--- config.mk ---
export PLATFORM = sky130hd
export DESIGN_NAME = byte_serial_add_seq_flat
export DESIGN_NICKNAME = d
export VERILOG_FILES = /design/src/rtl/byte_serial_add_seq_if.sv /design/src/rtl/byte_serial_add_seq.sv /design/src/flat_wrapper.sv
export SDC_FILE = /design/constraint.sdc
export NUM_CORES = 1
export LEC_CHECK = 0
export ABC_AREA = 1
export CELL_PAD_IN_SITES_DETAIL_PLACEMENT = 1
export CELL_PAD_IN_SITES_GLOBAL_PLACEMENT = 2
export CORE_ASPECT_RATIO = 1.2
export CORE_UTILIZATION = 30
export DETAILED_ROUTE_END_ITERATION = 12
export PLACE_DENSITY = 0.84
export SLEW_MARGIN = 20
export SYNTH_ARGS = -nofsm -noshare
export SYNTH_HDL_FRONTEND = slang
export SYNTH_SLANG_ARGS = --single-unit
--- constraint.sdc ---
create_clock -name clk -period 4.4 [get_ports clk]
set_input_delay 0.88 -clock clk [delete_from_list [all_inputs] [get_ports clk]]
set_output_delay 0.88 -clock clk [all_outputs]
set_load 0.01 [all_outputs]
--- src/rtl/byte_serial_add_seq_if.sv ---
// Start/busy/done handshake and operand/result bus for byte_serial_add_seq.
// ADDSEQ_SUB_EN adds the 'sub' request bit.
interface byte_serial_add_seq_if #(
    parameter int NBYTES = 4
);
    localparam int W = 8 * NBYTES;

    logic         start;
    logic [W-1:0] a_in;
    logic [W-1:0] b_in;
`ifdef ADDSEQ_SUB_EN
    logic         sub;
`endif
    logic         busy;
    logic         done;
    logic [W-1:0] sum;
    logic         cout;

    modport master (
        output start, a_in, b_in,
`ifdef ADDSEQ_SUB_EN
        output sub,
`endif
        input  busy, done, sum, cout
    );

    modport slave (
        input  start, a_in, b_in,
`ifdef ADDSEQ_SUB_EN
        input  sub,
`endif
        output busy, done, sum, cout
    );
endinterface

--- src/rtl/byte_serial_add_seq.sv ---
// Byte-serial adder: one 8-bit ripple slice walks the operands LS byte first.
// ADDSEQ_SUB_EN enables A-B via inverted B bytes and an initial carry of 1.
module byte_serial_add_seq #(
    parameter int NBYTES = 4
) (
    input  logic                 clk,
    input  logic                 rst,
    byte_serial_add_seq_if.slave bus
);
    localparam int W  = 8 * NBYTES;
    localparam int IW = (NBYTES > 1) ? $clog2(NBYTES) : 1;
    localparam logic [IW-1:0] LAST = IW'(NBYTES - 1);

    typedef enum logic [1:0] {
        IDLE = 2'd0,
        RUN  = 2'd1,
        DONE = 2'd2
    } state_e;

    state_e        state_q, state_d;
    logic [IW-1:0] idx_q, idx_d;
    logic          carry_q, carry_d;
    logic [W-1:0]  a_q, a_d;
    logic [W-1:0]  b_q, b_d;
    logic [W-1:0]  sum_q, sum_d;
    logic          cout_q, cout_d;
    logic          busy_q, busy_d;
    logic          done_q, done_d;
    logic          sub_q, sub_d;

    logic [IW+2:0] bit_lo;
    logic [7:0]    a_byte, b_byte;
    logic [8:0]    slice;

    always_comb begin
        state_d = state_q;
        idx_d   = idx_q;
        carry_d = carry_q;
        a_d     = a_q;
        b_d     = b_q;
        sum_d   = sum_q;
        cout_d  = cout_q;
        sub_d   = sub_q;

        bit_lo = {idx_q, 3'b000};
        a_byte = a_q[bit_lo +: 8];
        // Subtraction feeds the slice ~B; the +1 comes from the seeded carry.
        b_byte = b_q[bit_lo +: 8] ^ {8{sub_q}};
        slice  = {1'b0, a_byte} + {1'b0, b_byte} + {8'd0, carry_q};

        case (state_q)
            IDLE: begin
                if (bus.start) begin
                    a_d     = bus.a_in;
                    b_d     = bus.b_in;
`ifdef ADDSEQ_SUB_EN
                    sub_d   = bus.sub;
                    carry_d = bus.sub;
`else
                    sub_d   = 1'b0;
                    carry_d = 1'b0;
`endif
                    idx_d   = '0;
                    sum_d   = '0;
                    cout_d  = 1'b0;
                    state_d = RUN;
                end
            end
            RUN: begin
                sum_d[bit_lo +: 8] = slice[7:0];
                carry_d            = slice[8];
                if (idx_q == LAST) begin
                    cout_d  = slice[8];
                    state_d = DONE;
                end else begin
                    idx_d = idx_q + IW'(1);
                end
            end
            DONE:    state_d = IDLE;
            default: state_d = IDLE;
        endcase

        // Handshake outputs are registered off the next state.
        busy_d = (state_d != IDLE);
        done_d = (state_d == DONE);
    end

    always_ff @(posedge clk or posedge rst) begin
        if (rst) begin
            state_q <= IDLE;
            idx_q   <= '0;
            carry_q <= 1'b0;
            a_q     <= '0;
            b_q     <= '0;
            sum_q   <= '0;
            cout_q  <= 1'b0;
            busy_q  <= 1'b0;
            done_q  <= 1'b0;
            sub_q   <= 1'b0;
        end else begin
            state_q <= state_d;
            idx_q   <= idx_d;
            carry_q <= carry_d;
            a_q     <= a_d;
            b_q     <= b_d;
            sum_q   <= sum_d;
            cout_q  <= cout_d;
            busy_q  <= busy_d;
            done_q  <= done_d;
            sub_q   <= sub_d;
        end
    end

    assign bus.busy = busy_q;
    assign bus.done = done_q;
    assign bus.sum  = sum_q;
    assign bus.cout = cout_q;
endmodule

--- src/flat_wrapper.sv ---
// flat-port wrapper written by rule: the top's interface ports become plain ports
module byte_serial_add_seq_flat 
#(
    parameter int NBYTES = 4
)
  (clk, rst, bus_start, bus_a_in, bus_b_in, bus_busy, bus_done, bus_sum, bus_cout);
  byte_serial_add_seq_if #(.NBYTES(NBYTES)) bus_i ();
  input  logic clk;
  input  logic rst;
  input wire logic [$bits(bus_i.start)-1:0] bus_start;
  input wire logic [$bits(bus_i.a_in)-1:0] bus_a_in;
  input wire logic [$bits(bus_i.b_in)-1:0] bus_b_in;
  output wire logic [$bits(bus_i.busy)-1:0] bus_busy;
  output wire logic [$bits(bus_i.done)-1:0] bus_done;
  output wire logic [$bits(bus_i.sum)-1:0] bus_sum;
  output wire logic [$bits(bus_i.cout)-1:0] bus_cout;
  assign bus_i.start = bus_start;
  assign bus_i.a_in = bus_a_in;
  assign bus_i.b_in = bus_b_in;
  assign bus_busy = bus_i.busy;
  assign bus_done = bus_i.done;
  assign bus_sum = bus_i.sum;
  assign bus_cout = bus_i.cout;
  byte_serial_add_seq #(.NBYTES(NBYTES)) u_core (.clk(clk), .rst(rst), .bus(bus_i));
endmodule
---- After elaboration in Yosys (flattened, before gate mapping) ----
Index checks and enable logic that the tools add are counted.
storage, ports and cells
  memories kept ........................... 0
  output and inout port bits .............. 35
  logic and storage cells ................. 43
  input port bits ......................... 67
  register bits after elaboration ......... 104
  latch bits .............................. 0
  bits in writable memories ............... 0
  ROM bits ................................ 0
cells by class
  add/sub/neg operators ................... 4
  $lt $le $gt $ge ......................... 0
  multiply operators ...................... 0
  reductions and logical operators ........ 7
  divide/modulo/power cells ............... 0
  shifts and indexed selects .............. 4
  muxes and demuxes ....................... 13
  bitwise logic cells ..................... 0
  eq/ne operators ......................... 6
operator list
  operator                                              count
  case mux 32 bit (2 select lines)                      1
  indexed part select 32 x 6 -> 8 bit                   2
  bitwise mux 32 bit                                    1
  two-way mux 32 bit                                    1
  variable shift 8 x 7 -> 32 bit, first input constant  1
  indexed part select 8 x 7 -> 32 bit                   1
  adder 8 x 8 -> 9 bit                                  1
  adder 9 x 1 -> 9 bit                                  1
  two-way mux 2 bit                                     4
  case mux 2 bit (2 select lines)                       2
  negator 5 -> 7 bit                                    1
  AND reduction 3 bit                                   2
  == test 2 bit, second input constant                  2
  != test 2 bit, second input constant                  2
  case mux 1 bit (2 select lines)                       2
  AND reduction 2 bit                                   2
  nonzero test 2 bit                                    2
  adder 2 x 1 -> 2 bit, second input constant           1
  == test 2 x 1 -> 1 bit, second input constant         1
  logical NOT 2 bit                                     1
  two-way mux 1 bit                                     2
  != test 2 x 1 -> 1 bit, second input constant         1

---- Longest topological paths before layout ----
Gate-level depths: netlist of the first run.
  depth in word-level cells ............... 6
  depth in mapped cells ................... 17
  gate-level depth less buffers ........... 15

---- Least setup slack after synthesis of the first run ----
No wires, ideal clock.
  path kind ............................... reg2reg
  start point ............................. register u_core.idx_q[0]
  end point ............................... register u_core.sum_q[12] (netlist: u_core.bus.sum[12])
  buffers on the path ..................... 2
  data required time ...................... 4334 ps
  path slack .............................. 1811 ps
  arrival ................................. 2523 ps
  cell stages (with the launch flop) ...... 16
  library setup time ...................... 66 ps
  clock period less this slack ............ 2589 ps
  cells stage by stage .................... dfrtp_1 > buf_2 > inv_2 > clkbuf_1 > nor2_1 > o22ai_1 > fa_1 > inv_1 > fa_1 > inv_1 > nand2_1 > nand2_1 > and2_1 > xor2_1 > nand4_1 > nand2_1
between the ends
  cells in the longest elaborated chain, start to end .. 6
  elaborated cells on any way between the ends .. 9
  classes of those cells .................. 3 x add/sub; 4 x shift; 2 x mux
RTL lines
  what                                                    RTL line                                              text
  from (decl)                                             byte_serial_add_seq.sv:21                             logic [IW-1:0] idx_q, idx_d;
  from (signal assigned)                                  byte_serial_add_seq.sv:102                            idx_q <= idx_d;
  indexed part select 32 x 6 -> 8 bit (on tied branches)  byte_serial_add_seq.sv:46, byte_serial_add_seq.sv:48
  adder 8 x 8 -> 9 bit                                    byte_serial_add_seq.sv:49                             slice = {1'b0, a_byte} + {1'b0, b_byte} + {8'd0, carry_q};
  adder 9 x 1 -> 9 bit                                    byte_serial_add_seq.sv:49
  indexed part select 8 x 7 -> 32 bit                     byte_serial_add_seq.sv:70                             sum_d[bit_lo +: 8] = slice[7:0];
  bitwise mux 32 bit *                                    byte_serial_add_seq.sv:70
  case mux 32 bit (2 select lines) *                      byte_serial_add_seq.sv:51                             case (state_q)
  to (signal assigned)                                    byte_serial_add_seq.sv:106                            sum_q <= sum_d;
  to (decl)                                               byte_serial_add_seq.sv:25                             logic [W-1:0] sum_q, sum_d;
Mark *: on every way between the ends. The rest lies on a longest branch, timed or not.
A chain may end at the register's enable or synchronous reset.

---- Worst setup path after layout of the first run ----
  start point ............................. register u_core.idx_q[1]
  end point ............................... register u_core.sum_q[12] (netlist: u_core.bus.sum[12])
Same word-level chain as after synthesis.

==> results_dict.tcl, run 1 <==
set metrics [dict create \
    critical_path_class "reg -> reg" \
    crit_fanout 21 \
    timing.hold.ws_ps 470 \
    reg2reg_slack_ps 1180 \
    max_freq_mhz 311 \
    grt_max_degree 86 \
    worst_r2r_startpoint "u_core.idx_q[1]" \
    maxCapViolations 0 \
    p_sw_mw 2.40 \
    cp.arrival_ps 3500 \
    drive_gt1_share_pct 5.51 \
    post_cts_resized 0 \
    finalSetupViolCount 0 \
    portBuffers 101 \
    area_delta_synth_final_pct 29.9 \
    detail_route.wl_per_cell_um 14.4 \
    fp.dieW_um 119 \
    clock_power_share_pct 14.8 \
    syn_inst 612 \
    core_area_mm2 0.0158 \
    root_buffer "clkbuf_16" \
    row_count 50 \
    worst_slack_ps 1180 \
    leakagePower_nw 3.17 \
    pwr-share-seq_pct 31.4 \
    hold_buffers 0 \
    met2_usage_pct 29.3 \
    drc 0 \
    clk_latency_ps 350 \
    period_needed_ps 3220 \
    hold_violations 0 \
    slew_violations 0 \
    rsz0062_at_grt "false" \
    r2r-end "u_core.bus.sum[12]" \
    hp-start "u_core.a_q[8]" \
    yosys.cell_types.count 31 \
    met3_usage_pct 3.13 \
    combPwrFrac_pct 53.8 \
    grt-busiest-layer "met2" \
    cts_sinks 104 \
    chipHeight_um 142 \
    setup.worst_path.end_class "register" \
    use_met1_pct 20.9 \
    grt_pass1_vias 4540 \
    finalClockSkew_ps 5.72 \
    wl_mm 13.2 \
    die_area_mm2 0.0169 \
    tightest_slew_ps 1050 \
    relSlewSlack_pct 30.1 \
    ioPinCount 102 \
    clock_path_buffers 2 \
    fin_tns_setup_ps 0 \
    grt_usage_pct 16.9 \
    outcome "finished, final reports clean" \
    cts.htree.levels 3 \
    ys_seq_elements 104 \
    nets 783 \
    placed_cells 900 \
    initial_core_util_pct 31.1 \
    worstHoldEndpoint "u_core.a_q[8]" \
    worstHoldPathType "reg -> reg" \
    antenna_cells 0 \
    peakVddDrop_mv 0.282 \
    place_hpwl_mm 9.85 \
    clkTransAtPathRegs_ps 70 \
    syn_nets 692 \
    ant_nets 0 \
    ff2ff_path_depth 13 \
    cts_tree "yes" \
    antenna_found_initial 0 \
    swShare_pct 45.8 \
    pre_cts_ws_ps 1170 \
    finalCritPeriodShare_pct 73.1 \
    layout_commonest_cell "nand2_1" \
    synth_area_mm2 0.00492 \
    crit_required_ps 4680 \
    numCtsBuffers 9 \
    vias 4271 \
    avgViaCountPerCell 4.66 \
    drt_iter0_markers 160 \
    yosysSeqAreaShare_pct 52.9 \
    grt_remaining_overflow 0 \
    fin_cells 916 \
    intPower_mw 2.85 \
    grt_pass1_wl_mm 22.4 \
    gp_congestion 0.836 \
    hold-path-cell-count 2 \
    avgSynthCellArea_um2 8.04 \
    layout_common_cells "nand2_1, dfrtp_1, clkdlybuf4s50_1" \
    dr.pass1.iters 4 \
    yosys_warnings 0 \
    p_per_area_mw_per_mm2 823 \
    total_power_mw 5.26 \
    postCtsSetupRepairBufs 0 \
    cp-start-kind "register" \
]
metrics by stage:
stage               util [%]  cell area, um^2
floorplan                  -             4920
global placement        38.6             6100
detailed placement      38.6             6100
CTS                     40.4             6390
global route            40.4             6390
finish                  40.4             6390
metal layers:
metal	share of wire [%]	wire [um]	vias to the layer above
met5	0	0	-
met3	3.3	435	18
met4	2.0	263	0
met1	46	6030	2052
met2	49	6470	95
li1	-	-	2106
Yosys cell counts:
| cell | number | area [um^2] |
|---|---|---|
| nand2_1 | 285 | 1070 |
| buf_4 | 3 | 22.5 |
| nand3_1 | 13 | 65.1 |
| clkbuf_1 | 11 | 41.3 |
| o21a_1 | 1 | 7.51 |
| buf_2 | 11 | 55.1 |
| o22ai_1 | 14 | 87.6 |
| nor2_1 | 40 | 150 |
| nand4_1 | 8 | 50.1 |
| o21ai_4 | 1 | 16.3 |
| o21ai_0 | 37 | 185 |
| nand2_2 | 2 | 12.5 |
| and2_1 | 1 | 6.26 |
| a32oi_1 | 2 | 17.5 |
| nor2_4 | 4 | 45.0 |
| dfrtp_1 | 104 | 2600 |
| nand2_4 | 1 | 11.3 |
| a21oi_1 | 7 | 35.0 |
| xor2_1 | 3 | 26.3 |
| o21ai_1 | 6 | 30.0 |
| or2_2 | 1 | 6.26 |
| a22o_1 | 3 | 26.3 |
| fa_1 | 2 | 40.0 |
| ha_1 | 11 | 138 |
| inv_2 | 7 | 26.3 |
| clkinv_2 | 2 | 10.0 |
| nor2_2 | 3 | 18.8 |
| clkinv_4 | 1 | 8.76 |
| nand3b_1 | 1 | 7.51 |
| inv_1 | 26 | 97.6 |
| clkinv_1 | 1 | 3.75 |
cell type report:
type | instances | area, um^2
tap | 208 | 260
sequential | 104 | 2600
multi-input combinational | 446 | 2050
clock buffer | 13 | 240
timing repair buffer | 105 | 1040
fill | 1901 | 9440
clock inverter | 3 | 42.5
inverter | 37 | 151
power groups by stage:
stage	registers [mW]	clock network [mW]	logic (mW)
floorplan	1.62	0	1.92
global placement	1.66	0	2.78
detailed placement	1.67	0	2.87
CTS	1.65	0.796	2.89
global route	1.70	0.828	3.25
finish	1.65	0.779	2.83
flip-flops by register name, indices dropped and copies added (netlist names):
signal	count
u_core.a_q	32
u_core.state_q	2
u_core.bus.sum	32
u_core.bus.cout	1
u_core.bus.busy	1
u_core.idx_q	2
u_core.carry_q	1
u_core.b_q	32
u_core.bus.done	1
logic make-up (layout without fill, tap and decap cells):
group | count (synthesis) | count (layout) | synth area share (%)
AO/OA/AOI/OAI | 71 | 71 | 8.24
XOR/XNOR | 3 | 3 | 0.534
adder cells (fa/ha/maj) | 13 | 13 | 3.61
buffers and inverters | 62 | 158 | 5.39
flip-flops | 104 | 104 | 52.9
AND/OR/NAND/NOR | 359 | 359 | 29.3
critical path: stages, from the launching register on:
cell,delay [ps]
dfrtp_1,600
inv_1,570
o21ai_0,180
o22ai_1,220
fa_1,240
inv_1,60
fa_1,390
inv_1,80
nand2_1,50
nand2_1,90
and2_1,160
xor2_1,290
nand4_1,130
nand2_1,90
worst max path at each step:
stage                    start            endpoint  slack (ps)  depth (start not counted)
2_1_floorplan              rst       u_core.a_q[0]         790                          1
3_3_place_gp   u_core.idx_q[1]  u_core.bus.sum[12]        1330                         13
3_5_place_dp   u_core.idx_q[1]  u_core.bus.sum[12]        1170                         13
4_1_cts        u_core.idx_q[1]  u_core.bus.sum[12]        1140                         13
5_1_grt        u_core.idx_q[1]  u_core.bus.sum[28]         850                         13
6_report       u_core.idx_q[1]  u_core.bus.sum[12]        1180                         13
(Power assumes the default switching activity.)
==> run 2: changes to the inputs <==
==> constraint.sdc (replaced) <==
create_clock -name clk -period 3.36 [get_ports clk]
set_input_delay 0.672 -clock clk [delete_from_list [all_inputs] [get_ports clk]]
set_output_delay 0.672 -clock clk [all_outputs]
set_load 0.01 [all_outputs]
==> results_dict.tcl, run 2 (synthesis results as in run 1) <==
set metrics [dict create \
    outcome "finished, final reports clean" \
    peakVddDrop_mv 0.346 \
    hold-path-cell-count 2 \
    die_area_mm2 0.0169 \
    avgViaCountPerCell 4.63 \
    tightest_slew_ps 777 \
    hold_buffers 0 \
    cts.htree.levels 3 \
    drc 0 \
    grt_remaining_overflow 0 \
    finalClockSkew_ps 8.52 \
    layout_commonest_cell "nand2_1" \
    clock_path_buffers 2 \
    grt_pass1_wl_mm 22.4 \
    leakagePower_nw 3.18 \
    row_count 50 \
    root_buffer "clkbuf_16" \
    crit_fanout 46 \
    post_cts_resized 0 \
    period_needed_ps 2860 \
    cts_sinks 104 \
    area_delta_synth_final_pct 30.2 \
    cp-start-kind "register" \
    fin_tns_setup_ps 0 \
    drt_iter0_markers 195 \
    cts_tree "yes" \
    hold_violations 0 \
    crit_path_start "u_core.idx_q[0]" \
    relSlewSlack_pct 48.1 \
    worstHoldPathType "reg -> reg" \
    numCtsBuffers 9 \
    antenna_found_initial 0 \
    place_hpwl_mm 10.4 \
    maxCapViolations 0 \
    vias 4256 \
    p_per_area_mw_per_mm2 1070 \
    portBuffers 101 \
    nets 787 \
    ant_nets 0 \
    antenna_cells 0 \
    max_freq_mhz 349 \
    layout_common_cells "nand2_1, dfrtp_1, clkdlybuf4s50_1" \
    core_area_mm2 0.0158 \
    rsz0062_at_grt "false" \
    clk_latency_ps 340 \
    chipHeight_um 142 \
    crit_required_ps 3640 \
    postCtsSetupRepairBufs 0 \
    finalSetupViolCount 0 \
    grt_pass1_vias 4430 \
    worst_r2r_startpoint "u_core.idx_q[0]" \
    dr.pass1.iters 4 \
    wl_mm 13.3 \
    gp_congestion 0.832 \
    grt_max_degree 61 \
    ioPinCount 102 \
    hp-start "u_core.a_q[19]" \
    fp.dieW_um 119 \
    grt_usage_pct 16.9 \
    cp.arrival_ps 3140 \
    detail_route.wl_per_cell_um 14.4 \
    clkTransAtPathRegs_ps 70 \
    ff2ff_path_depth 13 \
    drive_gt1_share_pct 6.05 \
    fin_util_pct 40.5 \
    setup.worst_path.end_class "register" \
    critical_path_class "reg -> reg" \
    initial_core_util_pct 31.1 \
    finalCritPeriodShare_pct 85.3 \
    slew_violations 0 \
]
## run 2: cell types whose count changed in the layout (fill, tap and decap cells not counted), sizes merged
| cell | change |
|---|---|
| buf | +4 |
| clkbuf | -1 |
| inv | -1 |
| clkinvlp | +2 |
| bufinv | -1 |
## run 2: power breakdown
group | switching (mW) | internal, mW
logic | 2.38 | 1.38
registers | 0.353 | 1.81
clock network | 0.435 | 0.498
total | 3.17 | 3.69
## run 2: path summary, 6_finish.rpt
| check | slack, ps | end |
|---|---|---|
| setup / recovery | 500 | u_core.bus.sum[28] |
| hold / removal | 470 | u_core.a_q[19] |
| setup reg to reg | 500 | u_core.bus.sum[28] |
| hold reg to reg | 470 | u_core.a_q[19] |
| max in group asynchronous | 1690 | u_core.bus.sum[22] |
| min in group asynchronous | 810 | u_core.bus.done |
## run 2: cell type report
class | count | area (um^2)
Clock buffer | 12 | 236
Timing Repair Buffer | 109 | 1080
Clock inverter | 3 | 20.0
Sequential cell | 104 | 2600
Inverter | 37 | 150
Fill cell | 1910 | 9420
Tap cell | 208 | 260
Multi-Input combinational cell | 446 | 2050
## run 2: stage by stage
stage                     area [um^2]  setup WS, ps  power [mW]  cells  hold slack (ps)
final                            6400           495        6.85    919              467
after global routing             6400           199        7.52    919              492
after global placement           6150           641        5.83    904              454
after CTS                        6400           483        6.95    919              475
after detailed placement         6150           530        5.98    904              457
after floorplan                  4920           771        4.64    612              437
## run 2: worst max-delay path: stages, from the launching register on
cell and delay (ps):
dfrtp_1 370, buf_4 400, o21ai_0 170, o22ai_1 210, fa_1 240, inv_1 70
fa_1 410, inv_1 90, nand2_1 50, nand2_1 80, and2_1 160, xor2_1 300
nand4_1 140, nand2_1 90
## run 2: routing by layer
metal / vias up / global-route usage [%] / share of wire [%] / routed length [um]
met4: 0 / 7.33 / 2.7 / 359
met1: 2027 / 21.8 / 48 / 6330
li1: 2120 / - / - / -
met3: 19 / 2.84 / 3.2 / 420
met2: 90 / 27.8 / 46 / 6150
met5: - / 0 / 0 / 0
